$ cat src/rtl/axis_byte_fifo.sv
// axis_byte_fifo
//   Single-clock AXI4-Stream FIFO with first-word-fall-through read side and a
//   registered fill level.
//
//   Build option: define AXIS_FIFO_OUTREG_EN to drive m_axis_tdata and
//   m_axis_tvalid straight from flops. Capacity then becomes DEPTH+1 and
//   empty-to-valid latency becomes 2 cycles. Without it, m_axis_tdata is a
//   combinational read of the array and latency is 1 cycle.
//
//   Parameters
//     DATA_WIDTH  tdata width on both sides
//     DEPTH       storage-array entries (power of 2, >= 2)
//     LW          width of level (derived, leave at default)
//
//   Ports
//     aclk            clock, rising edge
//     aresetn         asynchronous active-low reset
//     s_axis_tdata    write data
//     s_axis_tvalid   write request
//     s_axis_tready   FIFO can accept a word (registered)
//     m_axis_tdata    oldest held word
//     m_axis_tvalid   read data valid
//     m_axis_tready   consumer accepts the word
//     level           words currently held (registered)
module axis_byte_fifo #(
    parameter int DATA_WIDTH = 8,
    parameter int DEPTH      = 16,
    parameter int LW         = $clog2(DEPTH + 2)
) (
    input  logic                  aclk,
    input  logic                  aresetn,
    input  logic [DATA_WIDTH-1:0] s_axis_tdata,
    input  logic                  s_axis_tvalid,
    output logic                  s_axis_tready,
    output logic [DATA_WIDTH-1:0] m_axis_tdata,
    output logic                  m_axis_tvalid,
    input  logic                  m_axis_tready,
    output logic [LW-1:0]         level
);

    localparam int AW = $clog2(DEPTH);
`ifdef AXIS_FIFO_OUTREG_EN
    localparam int CAP = DEPTH + 1;
`else
    localparam int CAP = DEPTH;
`endif
    localparam logic [LW-1:0] CAP_L = LW'(CAP);

    logic [DATA_WIDTH-1:0] mem [DEPTH];
    logic [AW-1:0]         wr_ptr;
    logic [AW-1:0]         rd_ptr;
    logic [LW-1:0]         level_next;
    logic                  push;
    logic                  pop;
    logic                  rd_en;    // a word leaves the array this cycle

    assign push = s_axis_tvalid && s_axis_tready;
    assign pop  = m_axis_tvalid && m_axis_tready;

    always_comb begin
        level_next = level + LW'(push) - LW'(pop);
    end

    // s_axis_tready is computed from level_next so it depends only on flops
    // and this cycle's handshakes, never on a combinational m_axis_tready path
    // to the write side.
    always_ff @(posedge aclk or negedge aresetn) begin
        if (!aresetn) begin
            wr_ptr        <= '0;
            rd_ptr        <= '0;
            level         <= '0;
            s_axis_tready <= 1'b0;
        end else begin
            if (push) begin
                wr_ptr <= wr_ptr + 1'b1;
            end
            if (rd_en) begin
                rd_ptr <= rd_ptr + 1'b1;
            end
            level         <= level_next;
            s_axis_tready <= (level_next < CAP_L);
        end
    end

    // Storage array: not reset.
    always_ff @(posedge aclk) begin
        if (push) begin
            mem[wr_ptr] <= s_axis_tdata;
        end
    end

`ifdef AXIS_FIFO_OUTREG_EN
    // level counts the output register too, so the array occupancy is kept
    // separately to decide when the output register can be refilled.
    logic [LW-1:0] arr_cnt;

    assign rd_en = (arr_cnt != '0) && (!m_axis_tvalid || m_axis_tready);

    always_ff @(posedge aclk or negedge aresetn) begin
        if (!aresetn) begin
            arr_cnt       <= '0;
            m_axis_tvalid <= 1'b0;
            m_axis_tdata  <= '0;
        end else begin
            arr_cnt <= arr_cnt + LW'(push) - LW'(rd_en);
            if (rd_en) begin
                m_axis_tvalid <= 1'b1;
                m_axis_tdata  <= mem[rd_ptr];
            end else if (m_axis_tready) begin
                m_axis_tvalid <= 1'b0;
            end
        end
    end
`else
    assign rd_en         = pop;
    assign m_axis_tvalid = (level != '0);
    // Gated so the output reads zero while empty or in reset.
    assign m_axis_tdata  = m_axis_tvalid ? mem[rd_ptr] : '0;
`endif

endmodule

$ cat config.mk
export PLATFORM = sky130hd
export DESIGN_NAME = axis_byte_fifo
export DESIGN_NICKNAME = d
export VERILOG_FILES = /design/src/rtl/axis_byte_fifo.sv
export SDC_FILE = /design/constraint.sdc
export NUM_CORES = 1
export LEC_CHECK = 0
export ABC_AREA = 1
export ABC_CLOCK_PERIOD_IN_PS = 3300
export BUFFER_PORTS_ARGS = -buffer_cell sky130_fd_sc_hd__buf_4
export CORE_MARGIN = 1
export CORE_UTILIZATION = 60
export CTS_BUF_LIST = sky130_fd_sc_hd__clkbuf_2
export DETAILED_ROUTE_END_ITERATION = 10
export HOLD_SLACK_MARGIN = 0.08
export PLACE_DENSITY = 0.9
export REMOVE_ABC_BUFFERS = 1
export SLEW_MARGIN = 10
export SYNTH_ARGS = -nofsm -noshare
export SYNTH_HDL_FRONTEND = slang
export SYNTH_SLANG_ARGS = --single-unit
$ cat constraint.sdc
create_clock -name aclk -period 3.3 [get_ports aclk]
set_clock_uncertainty 0.15 [all_clocks]
set_input_delay 0.495 -clock aclk [delete_from_list [all_inputs] [get_ports aclk]]
set_output_delay 0.495 -clock aclk [all_outputs]
set_load 0.05 [all_outputs]
==> results of run 1 <==
==> stage by stage <==
step | TNS (ps) | utilization | area [µm²]
6_report | 0 | 0.6994 | 6930
5_1_grt | 0 | 0.6994 | 6930
4_1_cts | 0 | 0.6985 | 6922
3_5_place_dp | 0 | 0.6554 | 6495
3_3_place_gp | 0 | 0.6554 | 6495
2_1_floorplan | -4076 | - | 6095
==> state kept, by name (all words and copies together), names as in the netlist <==
signal	flops
level	5
mem	128
rd_ptr	4
s_axis_tready	1
wr_ptr	4
==> layout by cell type, fill, tap and decap left out <==
cell type      synthesis  final
a21oi_1               10     10
buf_4                  5     29
buf_6                  1      2
bufinv_16              0      5
clkbuf_2               0     18
clkinv_1               2      1
clkinv_2               0      4
clkinv_4               0      2
clkinvlp_4             0      2
dfrtp_1               14     12
dfrtp_2                0      2
dlygate4sd3_1          0     12
edfxtp_1             128    128
fa_1                   1      1
ha_1                  11     11
inv_1                 80     80
inv_2                  2      2
inv_6                  0      2
nand2_1              210    210
nand3_1               84     84
nand4_1                1      1
nor2_1                17     17
o21ai_0                4      4
xnor2_1                3      3
xor2_1                 6      6
==> worst max-delay path, stage by stage (launching register included) <==
cell and delay, ps:
dfrtp_1 440, inv_2 440, nand3_1 200, nand3_1 170, nand3_1 100, a21oi_1 190
buf_4 220
==> routing by layer <==
metal | wire, µm | part of all wire | up-vias | GRT usage
li1 | - | - | 2012 | -
met5 | 0 | 0 | - | 0
met1 | 5689 | 0.39 | 2050 | 0.3757
met2 | 7161 | 0.49 | 252 | 0.4719
met3 | 1261 | 0.087 | 32 | 0.05764
met4 | 420 | 0.029 | 0 | 0.1398
==> path summary, 6_finish.rpt <==
path / start / end / slack, ps
max: rd_ptr[1] / m_axis_tdata[3] / 190
min: wr_ptr[2] / wr_ptr[2] / 440
max reg2reg: level[3] / level[4] / 500
min reg2reg: wr_ptr[2] / wr_ptr[2] / 440
max in group asynchronous: aresetn / rd_ptr[0] / 1790
min in group asynchronous: aresetn / wr_ptr[0] / 730
==> logic make-up (layout without fill, tap and decap cells) <==
group | Yosys count | in the layout | synth area share
adders and majority gates | 12 | 12 | 0.02528
DFF | 142 | 142 | 0.6726
buffers and inverters | 109 | 159 | 0.07324
and+or+nand+nor | 312 | 312 | 0.2051
AOI/OAI and AO/OA | 14 | 14 | 0.01124
xor gates and xnor gates | 9 | 9 | 0.01264
==> what timing repair did <==
item	CTS	global route
setup buffers	0	0
endpoints found under the hold margin	146	0
resized for setup	1	3
pin swaps	0	0
endpoints found under the setup margin	8	8
hold buffers	12	0
==> cell type report <==
cell class	count	area (µm²)
multi-input combinational	347	1585
sequential	142	4197
inverter	84	316.6
timing repair buffer	43	360.3
fill	723	2979
clock inverter	14	215.2
clock buffer	18	90.09
tap	133	166.4
==> power groups by stage <==
| stage | clock network, mW | logic, mW | registers [mW] |
|---|---|---|---|
| after floorplan | 0 | 1.57 | 2.54 |
| after global placement | 0 | 2.58 | 2.32 |
| after detailed placement | 0 | 2.66 | 2.33 |
| after CTS | 1.22 | 2.68 | 2.30 |
| after global routing | 1.29 | 2.93 | 2.33 |
| final | 1.22 | 2.72 | 2.30 |
==> results.md, run 1 <==
## Global routing
• 4259 — via count of the first global-routing pass
• 0 — Congestion Overflow GR
• 22790 µm — first-pass GRT wire length
• 0 — initial antenna violation count
• 50 — maximum number of pins on one net before global-route repair
• 0.2899 — overall global routing resource usage

## Placement
• 546.1 ps — setup slack at placement
• 26 — count of buffers from port buffering
• 0.9107 — Placer Congestion
• 737 — placed cell count
• 9455 µm — HPWL Detailed

## Power and ir drop
• 0.195 — clock network fraction of design power
• 0.4362 — Switching Share
• 2.719 mW — switching power
• 3.515 mW — cell-internal power
• 0.8544 mV — IR drop worst, VDD
• 6.234 mW — total power
• 899.5 nW/µm² — power density over cell area
• 2.989 nW — cell leakage power
• 0.370 — Seq pwr share
• 0.436 — combinational group share of total power

## Setup path
• reg2out — crit path kind
• 13 — Worst Reg2Reg Path Length in Cells
• register — crit path launch type
• primary output — type of destination of the critical path
• 2470 ps — data arrival time at the worst-slack endpoint
• 33 — CP Max Fanout
• 2650 ps — worst endpoint required time

## Timing
• 3110 ps — min Tclk post-route
• 0 — Final Hold Fails
• no — setup repair after global routing missed its margin
• 440.3 ps — tightest hold margin
• 0 — total of endpoints with negative setup slack in the final report
• 321.5 MHz — highest clock frequency the design can meet
• 0.9425 — final period utilization
• 189.7 ps — final setup margin
• 918.8 ps — slew at the pin closest to its max-slew limit
• 0 — final count of pins violating max slew
• 0.3852 — slew margin rel.

## Routing
• 4346 — routed vias
• 14530 µm — detailed-route wire length
• 5.565 — post-DR vias/cell
• 8 — 1st-pass router iterations
• 0 — Residual DRC
• 505 — Initial DRC Count
• 0 — number of nets with antenna violations after detailed routing
• 18.61 µm — average routed wire per standard cell

## Clocking
• 17 — number of buffers created by CTS
• 142 — clock sink total
• 700 ps — Clk Latency, worst-skew pair
• 4 — maximum level of the CTS H-tree
• clkbuf_2 — clk root buf
• 210 ps — Clk pin slew, worst setup/hold paths
• 2 — clk buf depth
• yes — clock tree from TritonCTS

## Worst hold path
• reg2reg — worst min-delay path class
• 2 — worst hold stages

## Synthesis
• 0.09859 — share of async-settable or async-resettable flops after synthesis
• nand2_1, edfxtp_1, nand3_1, inv_1 — most frequent cells after synthesis
• edfxtp_1 — most frequently used flop master after synthesis
• nand2_1 — dominant cell by count in the synthesized netlist
• edfxtp_1, nand2_1, nand3_1, dfrtp_1, inv_1 — most area-consuming cells after synthesis
• 10.43 µm² — Mapped Avg Cell Area
• 0.6164 — fraction of post-synthesis cell area in the top cell type by area
• 142 — flops & latches, synth
• 6236 µm² — area of the mapped netlist
• 0 — number of warnings reported in the yosys synthesis log
• 598 — count of mapped cells out of synthesis
• 128 — number of enable flip-flop cells after synthesis
• edfxtp_1 — cell type with the highest aggregate area in the netlist
• 19 — Unique masters post-synth
• 0.6726 — Seq/Total Area, Yosys

## Layout
• 0.1049 — share of final-layout standard cells stronger than drive strength 1
• 0 — final antenna diode count
• 11.14% — Layout Area Growth over Synthesis
• 781 — post-layout instance count excluding filler cells
• 659 — net total in the final layout

## Floorplan
• 103.9 µm — die width
• 27 — Boundary Pins
• 9910 µm² — area of the core
• 36 — number of core rows
• 10800 µm² — overall die area
• 103.9 µm — die height
• 0.6293 — initial core utilization

## Job
• 0 — max-capacitance violation count

## Outcome
• completed — result of the run

Note: power is estimated with default switching activity, not from simulation.
==> inputs of run 2 (changes only) <==
- ABC_AREA: 1 -> unset
==> run 2 against run 1 <==
Net effect: sequential cell count stayed put; first-iteration DRC count is 53% lower; setup slack worse by 120 ps; maximum frequency is 3.7% lower; sequential power is 2% higher; power is 3.1% lower; hold slack worse by 42 ps; combinational power is 4% lower; global-route usage is 2.9 points lower; clock power is 11% lower; highest routed layer unchanged; largest power group unchanged; die area is 6.7% lower; final area is 4.6% lower.
==> results.md, run 2 <==
## Setup path
• level[2] — Reg2Reg Launch Point
• 2590 ps — data arrival time at the worst-slack endpoint
• primary output — type of destination of the critical path
• 8 — CP Max Fanout
• register — crit path launch type
• reg2out — crit path kind
• 2650 ps — worst endpoint required time
• level[2] — Critical path origin

## Timing
• 397.8 ps — tightest hold margin
• 0.9790 — final period utilization
• 711.7 ps — slew at the pin closest to its max-slew limit
• 3231 ps — min Tclk post-route
• 0 ps — total negative setup slack
• 0 — final count of pins violating max slew
• yes — setup repair after global routing missed its margin
• 0 — Final Hold Fails
• 309.5 MHz — highest clock frequency the design can meet
• 0.5240 — slew margin rel.
• 0 — total of endpoints with negative setup slack in the final report

## Global routing
• 0 — Congestion Overflow GR
• 25 — maximum number of pins on one net before global-route repair
• 3182 — via count of the first global-routing pass
• 0 — initial antenna violation count
• 0.2613 — overall global routing resource usage
• 17840 µm — first-pass GRT wire length

## Synthesis
• edfxtp_1, mux4_2, dfrtp_1, mux2i_1, ha_1 — most area-consuming cells after synthesis
• 0.02713 — post-synthesis adder-cell area fraction
• multiplexers — combinational family with the most area after synthesis
• edfxtp_1 — cell type with the highest aggregate area in the netlist
• 0.09859 — share of async-settable or async-resettable flops after synthesis
• edfxtp_1 — most frequently used flop master after synthesis
• edfxtp_1 — dominant cell by count in the synthesized netlist
• 35 — Unique masters post-synth
• edfxtp_1, mux4_2, dfrtp_1, mux2i_1, and2_1 — most frequent cells after synthesis
• 0 — number of warnings reported in the yosys synthesis log
• 0.6615 — fraction of post-synthesis cell area in the top cell type by area
• 0.7218 — Seq/Total Area, Yosys
• 18.93 µm² — Mapped Avg Cell Area
• 5811 µm² — area of the mapped netlist
• 0.04737 — synthesized-area fraction occupied by and/or/nand/nor cells
• 307 — count of mapped cells out of synthesis
• 142 — flops & latches, synth
• 128 — number of enable flip-flop cells after synthesis
• 0.03338 — synthesized-area fraction occupied by ao, oa, aoi and oai cells
• 0.01658 — xor and xnor fraction of the mapped netlist area
• 0.1288 — post-synthesis mux area share

## Routing
• met4 — Highest Signal Layer
• 6015 µm — met2 wire length
• 4570 µm — routed metal-1 wirelength
• 3084 — routed vias
• 927 µm — detailed route wirelength on metal3
• 236 — Initial DRC Count
• 0 — number of nets with antenna violations after detailed routing
• 5 — 1st-pass router iterations
• 6.119 — post-DR vias/cell
• 0 — Residual DRC
• 23.64 µm — average routed wire per standard cell
• 11910 µm — detailed-route wire length

## Clocking
• 660 ps — Clk Latency, worst-skew pair
• clkbuf_2 — clk root buf
• 142 — clock sink total
• 2 — clk buf depth
• 4 — maximum level of the CTS H-tree
• yes — clock tree from TritonCTS
• 17 — number of buffers created by CTS
• 200 ps — Clk pin slew, worst setup/hold paths

## Placement
• 0.8176 — Placer Congestion
• 7408 µm — HPWL Detailed
• 26 — count of buffers from port buffering

## Floorplan
• 27 — Boundary Pins
• 10080 µm² — overall die area
• 35 — number of core rows
• 100.4 µm — die width
• 100.4 µm — die height
• 9328 µm² — area of the core
• 0.6229 — initial core utilization

## Job
• 0 — max-capacitance violation count

## Layout
• 1519 µm² — multi-input gate area in the final layout
• edfxtp_1 — most common cell after layout, fill and taps aside
• 13.82% — Layout Area Growth over Synthesis
• 577 — fill count
• 4198 µm² — Sequential Area
• 386 — net total in the final layout
• 0.3040 — share of final-layout standard cells stronger than drive strength 1
• mem x128, level x5 — Top Registers
• 128 — Largest register FFs
• 0 — final antenna diode count
• mem — register with the most flip-flops
• edfxtp_1, buf_4, mux4_2, clkbuf_2, mux2i_1 — most frequent cells in the layout
• 0.7091 — final core utilization

## Power and ir drop
• 2.328 nW — cell leakage power
• 0.434 — combinational group share of total power
• 0.179 — clock network fraction of design power
• 0.387 — Seq pwr share
• 2.366 mW — switching power
• 913.6 nW/µm² — power density over cell area
• 0.8855 mV — IR drop worst, VDD
• 3.677 mW — cell-internal power
• 0.3915 — Switching Share

## Outcome
• completed — result of the run

## Worst hold path
• wr_ptr[2] — start point of the worst hold path
• reg2reg — worst min-delay path class

==> run 2: cell count changes after synthesis, sizes merged, moves of 8 or more <==
cell / delta
a21oi: -8
and2: +14
mux4: +25
mux2i: +14
nor2: -15
nand2: -202
inv: -72
nand3: -74
buf: -12
a22oi: +14
==> run 2: kinds of logic (layout without fill, tap and decap cells) <==
kind of cell	after synthesis	count (layout)
buffers and inverters	26	93
AO/OA/AOI/OAI	25	25
multiplexers	43	43
flip-flops	142	142
adder cells (fa/ha/maj)	12	12
AND/OR/NAND/NOR	48	49
XOR/XNOR	11	11
==> run 2: area by class of cell <==
| class | instances | area share |
|---|---|---|
| sequential | 142 | 0.6347 |
| multi-input combinational | 140 | 0.2297 |
| clock buffer | 18 | 0.01362 |
| clock inverter | 14 | 0.02705 |
| tap | 129 | 0.02440 |
| timing repair buffer | 51 | 0.06489 |
| inverter | 10 | 0.005675 |
==> run 2: final timing paths <==
path / end / slack [ps] / depth (start not counted)
min: wr_ptr[2] / 400 / 1
max reg2reg: s_axis_tready / 120 / 13
min reg2reg: wr_ptr[2] / 400 / 1
min in group asynchronous: level[0] / 760 / 3
max in group asynchronous: rd_ptr[0] / 1730 / 3
max: m_axis_tdata[0] / 70 / 7
==> run 2: metal layers <==
layer,GRT usage,up-vias
li1,-,1332
met1,0.3392,1539
met2,0.4278,182
met3,0.06198,31
met4,0.1115,0
met5,0,-
==> run 2: worst max-delay path, cell delays in order, from the launching register on <==
cell and delay [ps]:
dfrtp_1 440, inv_2 90, ha_4 120, or4b_4 510, and2_4 240, a22oi_2 180, o211ai_1 140, buf_4 210
==> run 2: per-stage QoR <==
| stage | total power, mW | std cells | setup WS [ps] | instance area, µm² |
|---|---|---|---|---|
| 6_report | 6.043 | 504 | 69.35 | 6614 |
| 5_1_grt | 6.302 | 504 | -79.77 | 6614 |
| 4_1_cts | 5.986 | 501 | 22.36 | 6568 |
| 3_5_place_dp | 4.816 | 452 | 108.7 | 6118 |
| 3_3_place_gp | 4.728 | 452 | 289.4 | 6118 |
| 2_1_floorplan | 4.069 | 291 | -360.7 | 5703 |
==> run 2: timing repair <==
| action | CTS | global route |
|---|---|---|
| pin swaps | 0 | 5 |
| resized for setup | 6 | 7 |
| buffers inserted | 4 | 3 |
| endpoints found under the setup margin | 8 | 10 |
| hold buffers | 12 | 0 |
| gates cloned | 1 | 0 |
| endpoints found under the hold margin | 144 | 0 |
==> run 2: power groups by stage <==
stage / logic, mW / registers [mW] / clock network [mW]
floorplan: 1.49 / 2.58 / 0
global placement: 2.36 / 2.37 / 0
detailed placement: 2.43 / 2.38 / 0
CTS: 2.57 / 2.33 / 1.09
global route: 2.77 / 2.36 / 1.17
finish: 2.62 / 2.34 / 1.08
==> inputs of run 3 (changes only) <==
- BUFFER_PORTS_ARGS: -buffer_cell sky130_fd_sc_hd__buf_4 -> -buffer_cell sky130_fd_sc_hd__buf_2
- CTS_CLUSTER_DIAMETER: unset -> 100
==> run 3 against run 2 <==
Net effect: the run now ends with setup timing left; utilization is essentially flat; combinational power is essentially flat; final area is essentially flat; final cell count grew 1.2%; clock power is essentially flat; hold slack lost 9.6 ps; register-to-register slack gained 50 ps; setup slack lost 83 ps; global-route usage shrank 1.7 points.
==> results.md, run 3 (synthesis gave the netlist of run 2 again) <==
## Timing
• 628.9 ps — slew at the pin closest to its max-slew limit
• 1.004 — final period utilization
• 3314 ps — min Tclk post-route
• yes — setup repair after global routing missed its margin
• 0.5794 — slew margin rel.
• 1 — total of endpoints with negative setup slack in the final report
• 301.8 MHz — highest clock frequency the design can meet
• 0 — Final Hold Fails
• 0 — final count of pins violating max slew
• -13.77 ps — final setup margin

## Layout
• 1530 µm² — multi-input gate area in the final layout
• edfxtp_1 — most common cell after layout, fill and taps aside
• mem x128, level x5 — Top Registers
• 128 — Largest register FFs
• 510 — post-layout instance count excluding filler cells
• 561 — fill count
• 0 — final antenna diode count
• 0.3176 — share of final-layout standard cells stronger than drive strength 1
• 392 — net total in the final layout
• 13.80% — Layout Area Growth over Synthesis
• edfxtp_1, mux4_2, buf_4, buf_2, clkbuf_2 — most frequent cells in the layout
• mem — register with the most flip-flops
• 4198 µm² — Sequential Area

## Routing
• 11430 µm — detailed-route wire length
• 0 — Residual DRC
• 237 — Initial DRC Count
• 3101 — routed vias
• 0 — number of nets with antenna violations after detailed routing
• 6.080 — post-DR vias/cell
• 22.42 µm — average routed wire per standard cell
• 4 — 1st-pass router iterations

## Setup path
• 170 ps — worst setup slack for register-to-register paths
• inv_2 > ha_4 > or4b_4 > buf_4 > and2_4 > nand3_1 > o211ai_1 > buf_4 — CP Cell Sequence
• buf_4 — Crit path top cell by count
• reg2out — crit path kind
• or4b_4 — slowest stage cell, crit path
• 2650 ps — worst endpoint required time
• primary output — type of destination of the critical path
• 500 ps — longest individual stage delay on the worst path
• s_axis_tready — Reg2Reg Capture Point
• 13 — Worst Reg2Reg Path Length in Cells
• level[2] — Reg2Reg Launch Point
• 2670 ps — data arrival time at the worst-slack endpoint
• register — crit path launch type
• 6 — CP Max Fanout

## Global routing
• 0 — Congestion Overflow GR
• 3188 — via count of the first global-routing pass
• 17 — maximum number of pins on one net before global-route repair
• 0.2441 — overall global routing resource usage
• 0 — initial antenna violation count
• 17260 µm — first-pass GRT wire length

## Clocking
• 142 — clock sink total
• 4 — maximum level of the CTS H-tree
• 17 — number of buffers created by CTS
• 670 ps — Clk Latency, worst-skew pair
• 210 ps — Clk pin slew, worst setup/hold paths
• yes — clock tree from TritonCTS
• 2 — clk buf depth
• clkbuf_2 — clk root buf

## Floorplan
• 0.6229 — initial core utilization
• 10080 µm² — overall die area
• 100.4 µm — die width
• 100.4 µm — die height
• 9328 µm² — area of the core
• 35 — number of core rows
• 27 — Boundary Pins

## Worst hold path
• reg2reg — worst min-delay path class
• wr_ptr[2] — start point of the worst hold path
• 1 — worst hold stages
• wr_ptr[2] — worst hold path endpoint

## Placement
• 0.7995 — Placer Congestion
• 26 — count of buffers from port buffering
• 453 — placed cell count
• 7164 µm — HPWL Detailed

## Power and ir drop
• 915.1 nW/µm² — power density over cell area
• 6.051 mW — total power
• 2.334 nW — cell leakage power
• 0.8727 mV — IR drop worst, VDD

## Outcome
• finished, violations left — result of the run
• setup timing — failing checks

## Job
• 0 — max-capacitance violation count

run 3: cell count changes in the layout (fill, tap and decap cells not counted), sizes merged:
cell | before | now
clkinv | 2 | 6
buf | 39 | 45
clkbuf | 18 | 17
inv | 16 | 13
run 3: report_power, final:
group | switching, mW | internal [mW] | leakage (nW)
clock | 0.646 | 0.432 | 0.149
sequential | 0.165 | 2.16 | 1.32
combinational | 1.57 | 1.08 | 0.868
run 3: worst max-delay path by stage:
| stage | cells after the start | startpoint | end |
|---|---|---|---|
| 5_1_grt | 7 | level[2] | m_axis_tdata[0] |
| 6_report | 8 | level[2] | m_axis_tdata[0] |
| 2_1_floorplan | 4 | rd_ptr[0] | m_axis_tdata[3] |
| 4_1_cts | 7 | level[2] | m_axis_tdata[0] |
| 3_3_place_gp | 13 | level[3] | s_axis_tready |
| 3_5_place_dp | 13 | level[3] | s_axis_tready |
run 3: repair_timing:
item	CTS	global route
hold buffers	12	0
hold endpoints to repair	144	0
buffers inserted	5	7
gates cloned	1	0
setup endpoints to repair	8	10
pin swaps	0	7
resized for setup	7	20
run 3: final cells by class:
cell class                      instances  share of cell area
Clock buffer                           17             0.01287
Inverter                               10            0.005676
Timing Repair Buffer                   57             0.06263
Multi-Input combinational cell        140              0.2314
Clock inverter                         15             0.02819
Tap cell                              129             0.02441
Sequential cell                       142              0.6348
run 3: critical path: cells and delay by family (launching register included):
family	cells	cell delay (ps)
AO/OA/AOI/OAI	1	160
adder cells (fa/ha/maj)	1	120
buffers and inverters	3	490
flip-flops	1	450
AND/OR/NAND/NOR	3	790
run 3: metal layers:
metal / GRT usage / vias to the layer above / routed length [µm]
li1: - / 1339 / -
met1: 0.3126 / 1581 / 4489
met2: 0.4004 / 158 / 5884
met3: 0.05571 / 23 / 775
met4: 0.1159 / 0 / 284
met5: 0 / - / 0
run 3: metrics by stage:
step           worst slack (ps)    util  hold slack, ps  area (µm²)  setup TNS (ps)
6_report                 -13.77  0.7089           388.2        6613          -13.77
5_1_grt                  -130.5  0.7089           411.3        6613          -621.2
4_1_cts                  -3.354  0.6977           390.4        6507          -3.354
3_5_place_dp              166.8  0.6484           251.9        6048               0
3_3_place_gp              304.2  0.6484           254.0        6048               0
2_1_floorplan            -360.7       -           49.41        5703           -2696
